==> src/rtl/mc_ctrl_pkg.sv <==
// Shared definitions for the multi-cycle RV32 control FSM: state encoding,
// opcode constants and ALU select encodings.
package mc_ctrl_pkg;

    typedef enum logic [3:0] {
        S_IDLE   = 4'd0,
        S_FETCH  = 4'd1,
        S_DECODE = 4'd2,
        S_EXEC_R = 4'd3,
        S_WB_R   = 4'd4,
        S_ADDR   = 4'd5,
        S_MEM_RD = 4'd6,
        S_WB_MEM = 4'd7,
        S_MEM_WR = 4'd8,
        S_BRANCH = 4'd9,
        S_TRAP   = 4'd10
    } mc_state_e;

    localparam logic [6:0] OP_R      = 7'b0110011;
    localparam logic [6:0] OP_LOAD   = 7'b0000011;
    localparam logic [6:0] OP_STORE  = 7'b0100011;
    localparam logic [6:0] OP_BRANCH = 7'b1100011;

    localparam logic [1:0] ALU_ADD   = 2'b00;
    localparam logic [1:0] ALU_SUB   = 2'b01;
    localparam logic [1:0] ALU_FUNCT = 2'b10;

    localparam logic [1:0] SRCB_RS2  = 2'b00;
    localparam logic [1:0] SRCB_FOUR = 2'b01;
    localparam logic [1:0] SRCB_IMM  = 2'b10;

    // States that hold a memory access open until mem_ready.
    function automatic logic is_mem_state(input mc_state_e s);
        return (s == S_FETCH) || (s == S_MEM_RD) || (s == S_MEM_WR);
    endfunction

endpackage

==> src/rtl/mc_wait_counter.sv <==
// Saturating count of consecutive memory wait cycles. mem_timeout latches
// once the count reaches MAX and stays set until reset; the FSM is not
// stalled or redirected by it.
module mc_wait_counter #(
    parameter int unsigned MAX = 1
) (
    input  logic clk,
    input  logic rst_n,
    input  logic waiting,
    output logic mem_timeout
);

    localparam int unsigned CW = $clog2(MAX + 1);

    logic [CW-1:0] cnt_q;
    logic [CW-1:0] cnt_d;

    // Next count: clear when no wait is pending, otherwise step and saturate.
    always_comb begin
        cnt_d = '0;
        if (waiting) begin
            if (cnt_q == CW'(MAX)) cnt_d = cnt_q;
            else                   cnt_d = cnt_q + 1'b1;
        end
    end

    // Count register and sticky timeout flag.
    always_ff @(posedge clk or negedge rst_n) begin
        if (!rst_n) begin
            cnt_q       <= '0;
            mem_timeout <= 1'b0;
        end else begin
            cnt_q <= cnt_d;
            if (cnt_d == CW'(MAX)) mem_timeout <= 1'b1;
        end
    end

endmodule

==> src/rtl/multicycle_controller.sv <==
// Main control FSM for the shared-ALU / shared-memory multi-cycle RV32 subset
// datapath (R-type, LW, SW, BEQ). Outputs are decoded from the state register;
// only ir_write, pc_write and instr_done are qualified by mem_ready.
// Build option: ILLEGAL_TRAP_EN sends unknown opcodes to an absorbing TRAP
// state and raises illegal; without it unknown opcodes retire as NOPs.
//
// state  | meaning
// -------+---------------------------------------------------------
// IDLE   | post-reset, one cycle, all outputs low
// FETCH  | read instruction at PC, PC += 4 when memory completes
// DECODE | dispatch on opcode, branch target into ALUOut
// EXEC_R | R-type ALU operation rs1 op rs2
// WB_R   | write ALUOut to rd
// ADDR   | effective address rs1 + imm
// MEM_RD | load access at ALUOut
// WB_MEM | write MDR to rd
// MEM_WR | store access at ALUOut
// BRANCH | compare rs1 - rs2, conditional PC load from ALUOut
// TRAP   | unknown opcode, held until reset
module multicycle_controller
    import mc_ctrl_pkg::*;
#(
    parameter int unsigned MEM_WAIT_MAX = 0
) (
    input  logic       clk,
    input  logic       rst_n,
    input  logic [6:0] opcode,
    input  logic       zero,
    input  logic       mem_ready,
    output logic       pc_write,
    output logic       pc_write_cond,
    output logic       i_or_d,
    output logic       mem_read,
    output logic       mem_write,
    output logic       ir_write,
    output logic       mem_to_reg,
    output logic       reg_write,
    output logic       alu_src_a,
    output logic [1:0] alu_src_b,
    output logic [1:0] alu_op,
    output logic       pc_source,
    output logic       instr_done,
    output logic       mem_timeout,
    output logic       illegal,
    output logic [3:0] state
);

    mc_state_e state_q;
    mc_state_e state_d;
    logic      is_store_q;

    // zero is combined with pc_write_cond in the datapath PC-enable logic.
    logic unused_zero;
    assign unused_zero = zero;

    assign state = state_q;

    // State register.
    always_ff @(posedge clk or negedge rst_n) begin
        if (!rst_n) state_q <= S_IDLE;
        else        state_q <= state_d;
    end

    // Capture load/store at DECODE so IR changes during ADDR cannot misroute.
    always_ff @(posedge clk or negedge rst_n) begin
        if (!rst_n)                    is_store_q <= 1'b0;
        else if (state_q == S_DECODE)  is_store_q <= (opcode == OP_STORE);
    end

    // Next-state and output decode.
    always_comb begin
        state_d       = state_q;
        pc_write      = 1'b0;
        pc_write_cond = 1'b0;
        i_or_d        = 1'b0;
        mem_read      = 1'b0;
        mem_write     = 1'b0;
        ir_write      = 1'b0;
        mem_to_reg    = 1'b0;
        reg_write     = 1'b0;
        alu_src_a     = 1'b0;
        alu_src_b     = SRCB_RS2;
        alu_op        = ALU_ADD;
        pc_source     = 1'b0;
        instr_done    = 1'b0;
        case (state_q)
            S_IDLE: state_d = S_FETCH;
            S_FETCH: begin
                mem_read  = 1'b1;
                alu_src_b = SRCB_FOUR;
                ir_write  = mem_ready;
                pc_write  = mem_ready;
                if (mem_ready) state_d = S_DECODE;
            end
            S_DECODE: begin
                alu_src_b = SRCB_IMM;
                case (opcode)
                    OP_R:               state_d = S_EXEC_R;
                    OP_LOAD, OP_STORE:  state_d = S_ADDR;
                    OP_BRANCH:          state_d = S_BRANCH;
                    default: begin
`ifdef ILLEGAL_TRAP_EN
                        state_d = S_TRAP;
`else
                        state_d    = S_FETCH;
                        instr_done = 1'b1;
`endif
                    end
                endcase
            end
            S_EXEC_R: begin
                alu_src_a = 1'b1;
                alu_op    = ALU_FUNCT;
                state_d   = S_WB_R;
            end
            S_WB_R: begin
                reg_write  = 1'b1;
                instr_done = 1'b1;
                state_d    = S_FETCH;
            end
            S_ADDR: begin
                alu_src_a = 1'b1;
                alu_src_b = SRCB_IMM;
                state_d   = is_store_q ? S_MEM_WR : S_MEM_RD;
            end
            S_MEM_RD: begin
                mem_read = 1'b1;
                i_or_d   = 1'b1;
                if (mem_ready) state_d = S_WB_MEM;
            end
            S_WB_MEM: begin
                reg_write  = 1'b1;
                mem_to_reg = 1'b1;
                instr_done = 1'b1;
                state_d    = S_FETCH;
            end
            S_MEM_WR: begin
                mem_write  = 1'b1;
                i_or_d     = 1'b1;
                instr_done = mem_ready;
                if (mem_ready) state_d = S_FETCH;
            end
            S_BRANCH: begin
                alu_src_a     = 1'b1;
                alu_op        = ALU_SUB;
                pc_write_cond = 1'b1;
                pc_source     = 1'b1;
                instr_done    = 1'b1;
                state_d       = S_FETCH;
            end
            S_TRAP:  state_d = S_TRAP;
            default: state_d = S_IDLE;
        endcase
    end

`ifdef ILLEGAL_TRAP_EN
    logic illegal_q;

    // Sticky illegal flag, set on the way into TRAP.
    always_ff @(posedge clk or negedge rst_n) begin
        if (!rst_n)                 illegal_q <= 1'b0;
        else if (state_d == S_TRAP) illegal_q <= 1'b1;
    end

    assign illegal = illegal_q;
`else
    assign illegal = 1'b0;
`endif

    generate
        if (MEM_WAIT_MAX > 0) begin : g_wait
            logic waiting;
            assign waiting = is_mem_state(state_q) && !mem_ready;

            mc_wait_counter #(
                .MAX (MEM_WAIT_MAX)
            ) u_wait (
                .clk         (clk),
                .rst_n       (rst_n),
                .waiting     (waiting),
                .mem_timeout (mem_timeout)
            );
        end else begin : g_no_wait
            assign mem_timeout = 1'b0;
        end
    endgenerate

endmodule

==> config.mk <==
export PLATFORM = sky130hd
export DESIGN_NAME = multicycle_controller
export DESIGN_NICKNAME = d
export VERILOG_FILES = /design/src/rtl/mc_ctrl_pkg.sv /design/src/rtl/mc_wait_counter.sv /design/src/rtl/multicycle_controller.sv
export SDC_FILE = /design/constraint.sdc
export NUM_CORES = 1
export LEC_CHECK = 0
export BUFFER_PORTS_ARGS = -buffer_cell sky130_fd_sc_hd__buf_2
export CORE_MARGIN = 3
export CORE_UTILIZATION = 46
export CTS_CLUSTER_DIAMETER = 120
export DETAILED_ROUTE_END_ITERATION = 7
export PLACE_DENSITY = 0.84
export SLEW_MARGIN = 20
export SYNTH_ARGS = -nofsm -noshare
export SYNTH_HDL_FRONTEND = slang
export SYNTH_HIERARCHICAL = 1
export SYNTH_SLANG_ARGS = --single-unit
==> constraint.sdc <==
create_clock -name clk -period 3.7 [get_ports clk]
set_input_delay 0.37 -clock clk [delete_from_list [all_inputs] [get_ports clk]]
set_output_delay 0.37 -clock clk [all_outputs]
set_load 0.005 [all_outputs]
Word-level counts from Yosys, hierarchy flattened
Index checks and enable logic that the tools add are counted.
- muxes and demuxes: 18
- add/sub/neg operators: 0
- eq/ne operators: 17
- divide/modulo/power cells: 0
- shifts and indexed selects: 0
- multiply operators: 0
- reduce and logical (&&, ||, !) cells: 11
- magnitude comparators: 0
- bitwise operators: 0
- operators with widths (kind ; number):
    4-bit one-hot mux with 8 select lines ; 1
    4-bit by 3-bit == test with 1-bit output (second input constant) ; 4
    4-bit 2-to-1 mux ; 4
    7-bit by 6-bit == test with 1-bit output (second input constant) ; 2
    4-bit == test (second input constant) ; 3
    4-bit one-hot mux with 3 select lines ; 1
    2-bit OR reduction ; 5
    1-bit 2-to-1 mux ; 9
    4-bit by 2-bit == test with 1-bit output (second input constant) ; 2
    2-bit one-hot mux with 2 select lines ; 2
    4-bit OR reduction ; 2
    7-bit by 2-bit == test with 1-bit output (second input constant) ; 1
    7-bit == test (second input constant) ; 1
    2-bit != test (second input constant) ; 3
    3-bit OR reduction ; 2
    4-bit by 1-bit == test with 1-bit output (second input constant) ; 1
    4-bit zero test ; 1
    1-bit one-hot mux with 3 select lines ; 1
    3-bit AND reduction ; 1
- memories kept: 0
- input port bits: 11
- word-level logic and storage cells: 48
- output and inout bits: 21
- bits in read-only memories: 0
- bits in writable memories: 0
- bits in registers: 5
- latch bits: 0

Depth between registers and ports, before layout
Gate-level depths: netlist of run 1.
- depth in word-level cells: 4
- gate-level depth with buffers: 5
- gate-level depth less buffers: 4

Worst setup path after synthesis of run 1
Ideal clock, no wire load.
- path type: register -> output
- start: register state_q[2], in the netlist state[2]
- end: output instr_done
- required time: 3.330 ns
- cell stages (with the launch flop): 6
- buffers on the path: 1
- arrival time: 1.059 ns
- path slack: 2.271 ns
- cell sequence: dfrtp_1 > buf_4 > inv_1 > nor3_1 > nor2_1 > o221ai_1
- word-level cells in the longest chain between the ends: 3
- elaborated cells on any way between the ends: 7
- classes of those cells: eq/ne (5); mux (1); reduce/logical (1)
- ends and longest elaborated chain (item ; line ; text):
    start, declared ; multicycle_controller.sv:48 ; mc_state_e state_q;
    start signal, assigned ; multicycle_controller.sv:61 ; else state_q <= state_d;
    4-bit == test or 4-bit by 3-bit == test with 1-bit output (tied branches) ; multicycle_controller.sv:86 ; case (state_q)
    3-bit OR reduction (no source line) ; - ;
    1-bit one-hot mux with 3 select lines (*) ; multicycle_controller.sv:86 ;
    end, declared ; multicycle_controller.sv:42 ; output logic instr_done,
Every way passes the cells marked *; elsewhere a longest branch is shown, timed or not.

Worst setup path after layout of run 1
- start: register state_q[1], in the netlist state[1]
- end: output instr_done
Same word-level chain as after synthesis.

==> metrics.md, run 1 <==
| Metric | Value |
|---|---|
| Die Height | 42.2 um |
| CTS Buf Count | 3 |
| Most common cell after layout, fill and taps aside | buf_2 |
| Core ar. | 0.00117 mm2 |
| TritonCTS Sinks | 5 |
| Ant. Diodes | 0 |
| Vias in the first global route | 581 |
| Total GRT Usage | 17.9% |
| Iteration-0 DRC count of the detailed router | 13 |
| Type of origin of the critical path | register |
| Tightest Pin Transition | 0.614 ns |
| Initial Utilization | 51.6% |
| Area growth syn-to-layout | 21.9% |
| Slew Limit Fails | 0 |
| Sequential fraction of design power | 30.1% |
| Worst VDD drop | 382 uV |
| R2R Path Start | state[1]$_DFFE_PN0P_ |
| WL final | 1.50 mm |
| Slew HR | 59.1% |
| Most frequent cells in the layout | buf_2 (28), nor2_1 (14), nor3_1 (10), nand2_1 (7), dfrtp_1 (5) |
| Syn Inst Count | 86 |
| Status | finished, final reports clean |
| Syn_area_per_cell | 7.03 um2 |
| Vias per Instance | 5.48 |
| Setup slack after layout | 1.60 ns |
| Leakage power | 0.000374 uW |
| Clock power frac | 12.0% |
| Clock Path Buffers | 2 |
| GPL Wtd Cong | 0.855 |
| Fin Setup TNS | 0 ns |
| Switching Share | 48.5% |
| H-tree levels | 1 |
| Crit path capture type | primary output |
| Post-route ant nets | 0 |
| Seq cells post-synth | 5 |
| FFs w/ async S/R, synth | 100% |
| Post-route minimum period | 2.10 ns |
| Max Fclk | 0.475 GHz |
| Synth cell types | 32 |
| Reg2Reg Depth | 4 |
| Global-route wire length before repair | 2.57 mm |
| Core Rows | 12 |
| 1st-pass router iterations | 4 |
| Synth Flop Type | dfrtp_1 |
| CTS tree | built |
| Switching power | 250 uW |
| Number of max-cap violations | 0 |
| Hold Fails Final Rpt | 0 |
| Share of layout cells above drive strength 1 | 32.7% |
| Internal Power | 266 uW |
| Die footprint | 0.00178 mm2 |
| WL per Instance | 12.1 um |
| Critical Path Source | state[1]$_DFFE_PN0P_ |
| CP endpoint | instr_done |
| CTS clk-pin slew, worst paths | 0.04 ns |
| Post-Place Worst Slack | 1.85 ns |
| Post-CTS setup buffers | 0 |
| # DRC | 0 |
| DR vias | 679 |
| Boundary Pins | 32 |
| Power density over the cells | 700 mW/mm2 |
| Skew final | 0.00252 ns |
| Area of the mapped netlist | 604 um2 |
| Yosys warning total | 6 |
| Finish-stage setup viols | 0 |
| Nets | 122 |
| Largest net degree at the start of global routing | 23 |
| CTS Root Cell | clkbuf_4 |
| Final worst-path cycle share | 56.9% |
| Hold Crit Class | in2reg |
| Total power | 516 uW |
| CP Class | reg2out |
| Reg2reg end | state[1]$_DFFE_PN0P_ |
| Register area share after synthesis | 20.7% |
| Initial antenna violation count | 0 |
| Die width | 42.2 um |
| CP max FO | 22 |
| RSZ-0062 raised after global routing | false |
| Total congestion overflow | 0 |
| EDFF count, synth | 0 |
| Port Buffers | 28 |
| Worst path required time | 3.33 ns |
| R2R Setup Slk | 1.93 ns |
| Crit path DAT | 1.73 ns |
| Utilization after layout | 62.9% |
| Logic gate share of total power | 57.9% |
| Worst-Skew Late Latency | 0.24 ns |
| Post-DP HPWL | 1.14 mm |
==> synth_stat cells, types with 3 or more instances <==
cell	instances	share of area (%)
nor3_1	10	8.3
nand2_1	7	4.3
buf_4	6	7.5
o21ai_0	3	2.5
buf_2	4	3.3
nor2_1	14	8.7
inv_1	3	1.9
dfrtp_1	5	21
a21oi_1	4	3.3
==> flip-flops by register name, summed over array words and instances (netlist names) <==
| signal | cells |
|---|---|
| is_store_q | 1 |
| state | 4 |
==> area by class of cell <==
cell class	instances	area (um2)
Sequential cell	5	125
Inverter	3	11.3
Fill cell	111	434
Timing Repair Buffer	29	150
Tap cell	14	17.5
Clock buffer	4	26.3
Multi-Input combinational cell	69	407
==> metrics by stage <==
| stage | hold WS (ns) | std cells | area (um2) |
|---|---|---|---|
| final | 0.416 | 124 | 737 |
| after detailed placement | 0.188 | 119 | 701 |
| after CTS | 0.411 | 124 | 737 |
| after floorplan | 0.0744 | 87 | 608 |
| after global routing | 0.422 | 124 | 737 |
| after global placement | 0.184 | 119 | 701 |
==> repair_timing <==
action | in CTS | in global routing
hold buffers | 1 | 0
endpoints found under the setup margin | 0 | 0
hold endpoints to repair | 5 | 0
resized for setup | 0 | 0
==> metal layers <==
metal	track usage (%)	wire, um
met1	23.5	653
met5	0	0
met3	7.73	140
met2	27.4	696
met4	3.11	12
==> power by group through the flow <==
stage	Combinational, uW	Sequential [uW]	Clock, uW
floorplan	258	99.4	0
global placement	289	152	0
detailed placement	297	154	0
CTS	299	153	64.5
global route	333	165	70.9
finish	299	155	61.9
==> cells by family after synthesis <==
kind of cell / after synthesis / share of synthesized area, %
AOI/OAI and AO/OA: 19 / 21.7
xor gates and xnor gates: 1 / 1.45
adders and majority gates: 1 / 1.66
buffers and inverters: 13 / 12.6
DFF: 5 / 20.7
other: 1 / 0.621
and+or+nand+nor: 46 / 41.2
==> worst max-delay path, cell delays in order, from the launching register on <==
cell	delay [ns]
dfrtp_1	0.73
nor2b_4	0.31
nand2_1	0.09
o21bai_1	0.16
o221ai_1	0.06
buf_2	0.15
==> how the worst min path moves through the flow <==
stage               startpoint                endpoint  slack (ns)  cells after the start
finish               opcode[6]    state[3]$_DFFE_PN0P_        0.42                      3
global route         opcode[6]    state[3]$_DFFE_PN0P_        0.42                      3
CTS                  opcode[6]    state[3]$_DFFE_PN0P_        0.41                      3
detailed placement       rst_n    state[3]$_DFFE_PN0P_        0.19                      1
global placement         rst_n  is_store_q$_DFFE_PN0P_        0.18                      1
floorplan                rst_n  is_store_q$_DFFE_PN0P_        0.07                      0
Power figures use the tool's default switching activity.
==> run 2: changes to the inputs <==
--- a/config.mk
+++ b/config.mk
@@ -5,12 +5,13 @@
 export SDC_FILE = /design/constraint.sdc
 export NUM_CORES = 1
 export LEC_CHECK = 0
+export ABC_AREA = 1
 export BUFFER_PORTS_ARGS = -buffer_cell sky130_fd_sc_hd__buf_2
 export CORE_MARGIN = 3
-export CORE_UTILIZATION = 46
+export CORE_UTILIZATION = 42
 export CTS_CLUSTER_DIAMETER = 120
 export DETAILED_ROUTE_END_ITERATION = 7
-export PLACE_DENSITY = 0.84
+export PLACE_DENSITY = 0.79
 export SLEW_MARGIN = 20
 export SYNTH_ARGS = -nofsm -noshare
 export SYNTH_HDL_FRONTEND = slang
==> constraint.sdc (replaced) <==
create_clock -name clk -period 2.2 [get_ports clk]
set_input_delay 0.22 -clock clk [delete_from_list [all_inputs] [get_ports clk]]
set_output_delay 0.22 -clock clk [all_outputs]
set_load 0.005 [all_outputs]
==> run 2 against run 1 <==
Non-clock buffer count stayed put. Via count is 9.3% lower. Synthesized cell count is 3.5% higher. Sequential power is 7% higher. Register-to-register slack worse by 0.94 ns. Critical path type unchanged. Critical endpoint unchanged.
==> metrics.md, run 2 <==
| Metric | Value |
|---|---|
| CP max FO | 6 (-73%) |
| WL final | 1.21 mm (-20%) |
| Post-DP HPWL | 1.04 mm (-9.0%) |
| 1st-pass router iterations | 3 (-1) |
| Power density over the cells | 1030 mW/mm2 (+47%) |
| Die footprint | 0.00177 mm2 (-0.59%) |
| CTS Buf Count | 3 (unchanged) |
| Leakage power | 0.000476 uW (+27%) |
| Seq cells post-synth | 5 (unchanged) |
| Vias per Instance | 4.67 (-15%) |
| Number of max-cap violations | 0 (unchanged) |
| Largest net degree at the start of global routing | 8 (-65%) |
| # DRC | 0 (unchanged) |
| Max Fclk | 0.608 GHz |
| WL per Instance | 9.13 um (-25%) |
| Yosys warning total | 6 (unchanged) |
| Final worst-path cycle share | 74.7% |
| Synth top area share | 22.8% (+2.1 points) |
| Fin Setup TNS | 0 ns (unchanged) |
| Register area share after synthesis | 22.8% (+2.1 points) |
| Iteration-0 DRC count of the detailed router | 8 (-5) |
| CP Class | reg2out |
| Die Height | 42.1 um (-0.30%) |
| Area of the mapped netlist | 548 um2 (-9.3%) |
| Initial Utilization | 46.8% (-4.8 points) |
| Core Rows | 12 (unchanged) |
| Hold worst-path end | state[3]$_DFFE_PN0P_ |
| CTS tree | built |
| Reg2Reg Depth | 7 (+3) |
| Post-route minimum period | 1.64 ns |
| Dominant cells by area after synthesis | dfrtp_1 (23%), nand2_1 (15%), inv_1 (10%) |
| Syn_area_per_cell | 6.16 um2 (-12%) |
| H-tree levels | 1 (unchanged) |
| Total GRT Usage | 14.9% (-3.0 points) |
| Area growth syn-to-layout | 29.2% |
| Port Buffers | 28 (unchanged) |
| Finished Layout Cells | 132 (+6.5%) |
| WL met2 | 572 um (-18%) |
| Met1 Wirelength | 535 um (-18%) |
| Hold path cells | 2 (-1) |
| Area leader, netlist | dfrtp_1 |
| Boundary Pins | 32 (unchanged) |
| Core ar. | 0.00117 mm2 (unchanged) |
| Most common cell after layout, fill and taps aside | buf_2 |
| DR vias | 616 (-9.3%) |
| Most frequent cells in the layout | buf_2 (28), nand2_1 (22), inv_1 (15), nor2_1 (11), nand3_1 (6) |
| Post-Place Worst Slack | 0.807 ns (-1.05 ns) |
| RSZ-0062 raised after global routing | false |
| Hold Path Origin | mem_ready |
| Reg2reg end | state[1]$_DFFE_PN0P_ |
| Hold Fails Final Rpt | 0 (unchanged) |
| GPL Wtd Cong | 0.882 (+3.1%) |
| Max layer used | met3 |
| Setup slack after layout | 0.556 ns (-1.04 ns) |
| Skew final | 0.00133 ns (-0.00119 ns) |
| Worst-Skew Late Latency | 0.23 ns (about the same) |
| Initial antenna violation count | 0 (unchanged) |
| Type of origin of the critical path | register |
| Critical Path Source | state[0]$_DFFE_PN0P_ |
| EDFF count, synth | 0 (unchanged) |
| Finish-stage setup viols | 0 (unchanged) |
| TritonCTS Sinks | 5 (unchanged) |
| CTS Root Cell | clkbuf_4 |
| Most common cell in the netlist | nand2_1 |
| R2R Setup Slk | 0.99 ns (-0.94 ns) |
| Synth cell types | 21 (-34%) |
| Worst path required time | 1.98 ns (-1.35 ns) |
| Post-CTS sizing | 0 (unchanged) |
| Placed cell count | 127 (+6.7%) |
| Post-route ant nets | 0 (unchanged) |
| Worst VDD drop | 571 uV (+50%) |
| Metal3 WL | 97 um (-31%) |
| Max reg flops | 4 (unchanged) |
| Synth Flop Type | dfrtp_1 |
| FFs w/ async S/R, synth | 100% (unchanged) |
| Total congestion overflow | 0 (unchanged) |
| R2R Path Start | state[0]$_DFFE_PN0P_ |
| Status | finished, final reports clean |
| Synth top cells by count | nand2_1 (22), inv_1 (15), nor2_1 (11) |
| Syn Inst Count | 89 (+3.5%) |
| Share of layout cells above drive strength 1 | 39.0% (+6.3 points) |
| Crit path DAT | 1.42 ns (-0.31 ns) |
| Global-route wire length before repair | 2.08 mm (-19%) |
| Die width | 42.1 um (-0.30%) |
| Vias in the first global route | 525 (-9.6%) |
| Hold Crit Class | in2reg |
| Nets | 130 (+6.6%) |
| Slew Limit Fails | 0 (unchanged) |
| Ant. Diodes | 0 (unchanged) |
| CTS clk-pin slew, worst paths | 0.04 ns (about the same) |
| Clock Path Buffers | 2 (unchanged) |
| Utilization after layout | 60.5% (-2.5 points) |
| Crit path capture type | primary output |
## run 2: report_power, final
| group | internal (uW) | switching, uW |
|---|---|---|
| logic | 189 | 272 |
| clock network | 68.3 | 32.9 |
| registers | 119 | 47.2 |
## run 2: layout make-up
class | count | area [um2]
Multi-Input combinational cell | 62 | 322
Inverter | 18 | 67.6
Sequential cell | 5 | 125
Fill cell | 121 | 463
Tap cell | 14 | 17.5
Timing Repair Buffer | 29 | 150
Clock buffer | 4 | 26.3
## run 2: logic make-up after synthesis
family	synth area share (%)
buffers and inverters	19.2
flip-flops	22.8
AO/OA/AOI/OAI	9.36
AND/OR/NAND/NOR	47.9
other	0.684
## run 2: how the worst max path moves through the flow
stage                  to  slack [ns]  cells after the start
2_1_floorplan    pc_write        0.98                      5
5_1_grt        instr_done        0.42                      7
3_5_place_dp   instr_done        0.81                      7
4_1_cts        instr_done        0.55                      7
3_3_place_gp   instr_done        0.83                      7
6_report       instr_done        0.56                      6
## run 2: per-layer routing
metal	track usage (%)	vias to the layer above
met5	0	-
met4	3.73	0
met3	4.29	0
met2	25.6	22
met1	18.1	269
li1	-	325
## run 2: repair_timing
action                     in CTS  in global routing
setup endpoints to repair       0                  0
buffers inserted                0                  0
hold buffers                    1                  0
hold endpoints to repair        5                  0
## run 2: through the flow
step                      cell area, um2  hold slack [ns]  power, uW
after floorplan                      552          -0.0756        475
after global placement               672           0.0343        618
after detailed placement             672           0.0370        630
after CTS                            708            0.202        736
after global routing                 708            0.219        802
final                                708            0.201        729
## run 2: worst max-delay path, cell delays in order (launching register included)
cell	delay [ns]
dfrtp_1	0.49
nor2_1	0.13
o21ai_2	0.19
nand2_1	0.09
a21oi_1	0.12
nand2_1	0.05
buf_2	0.12
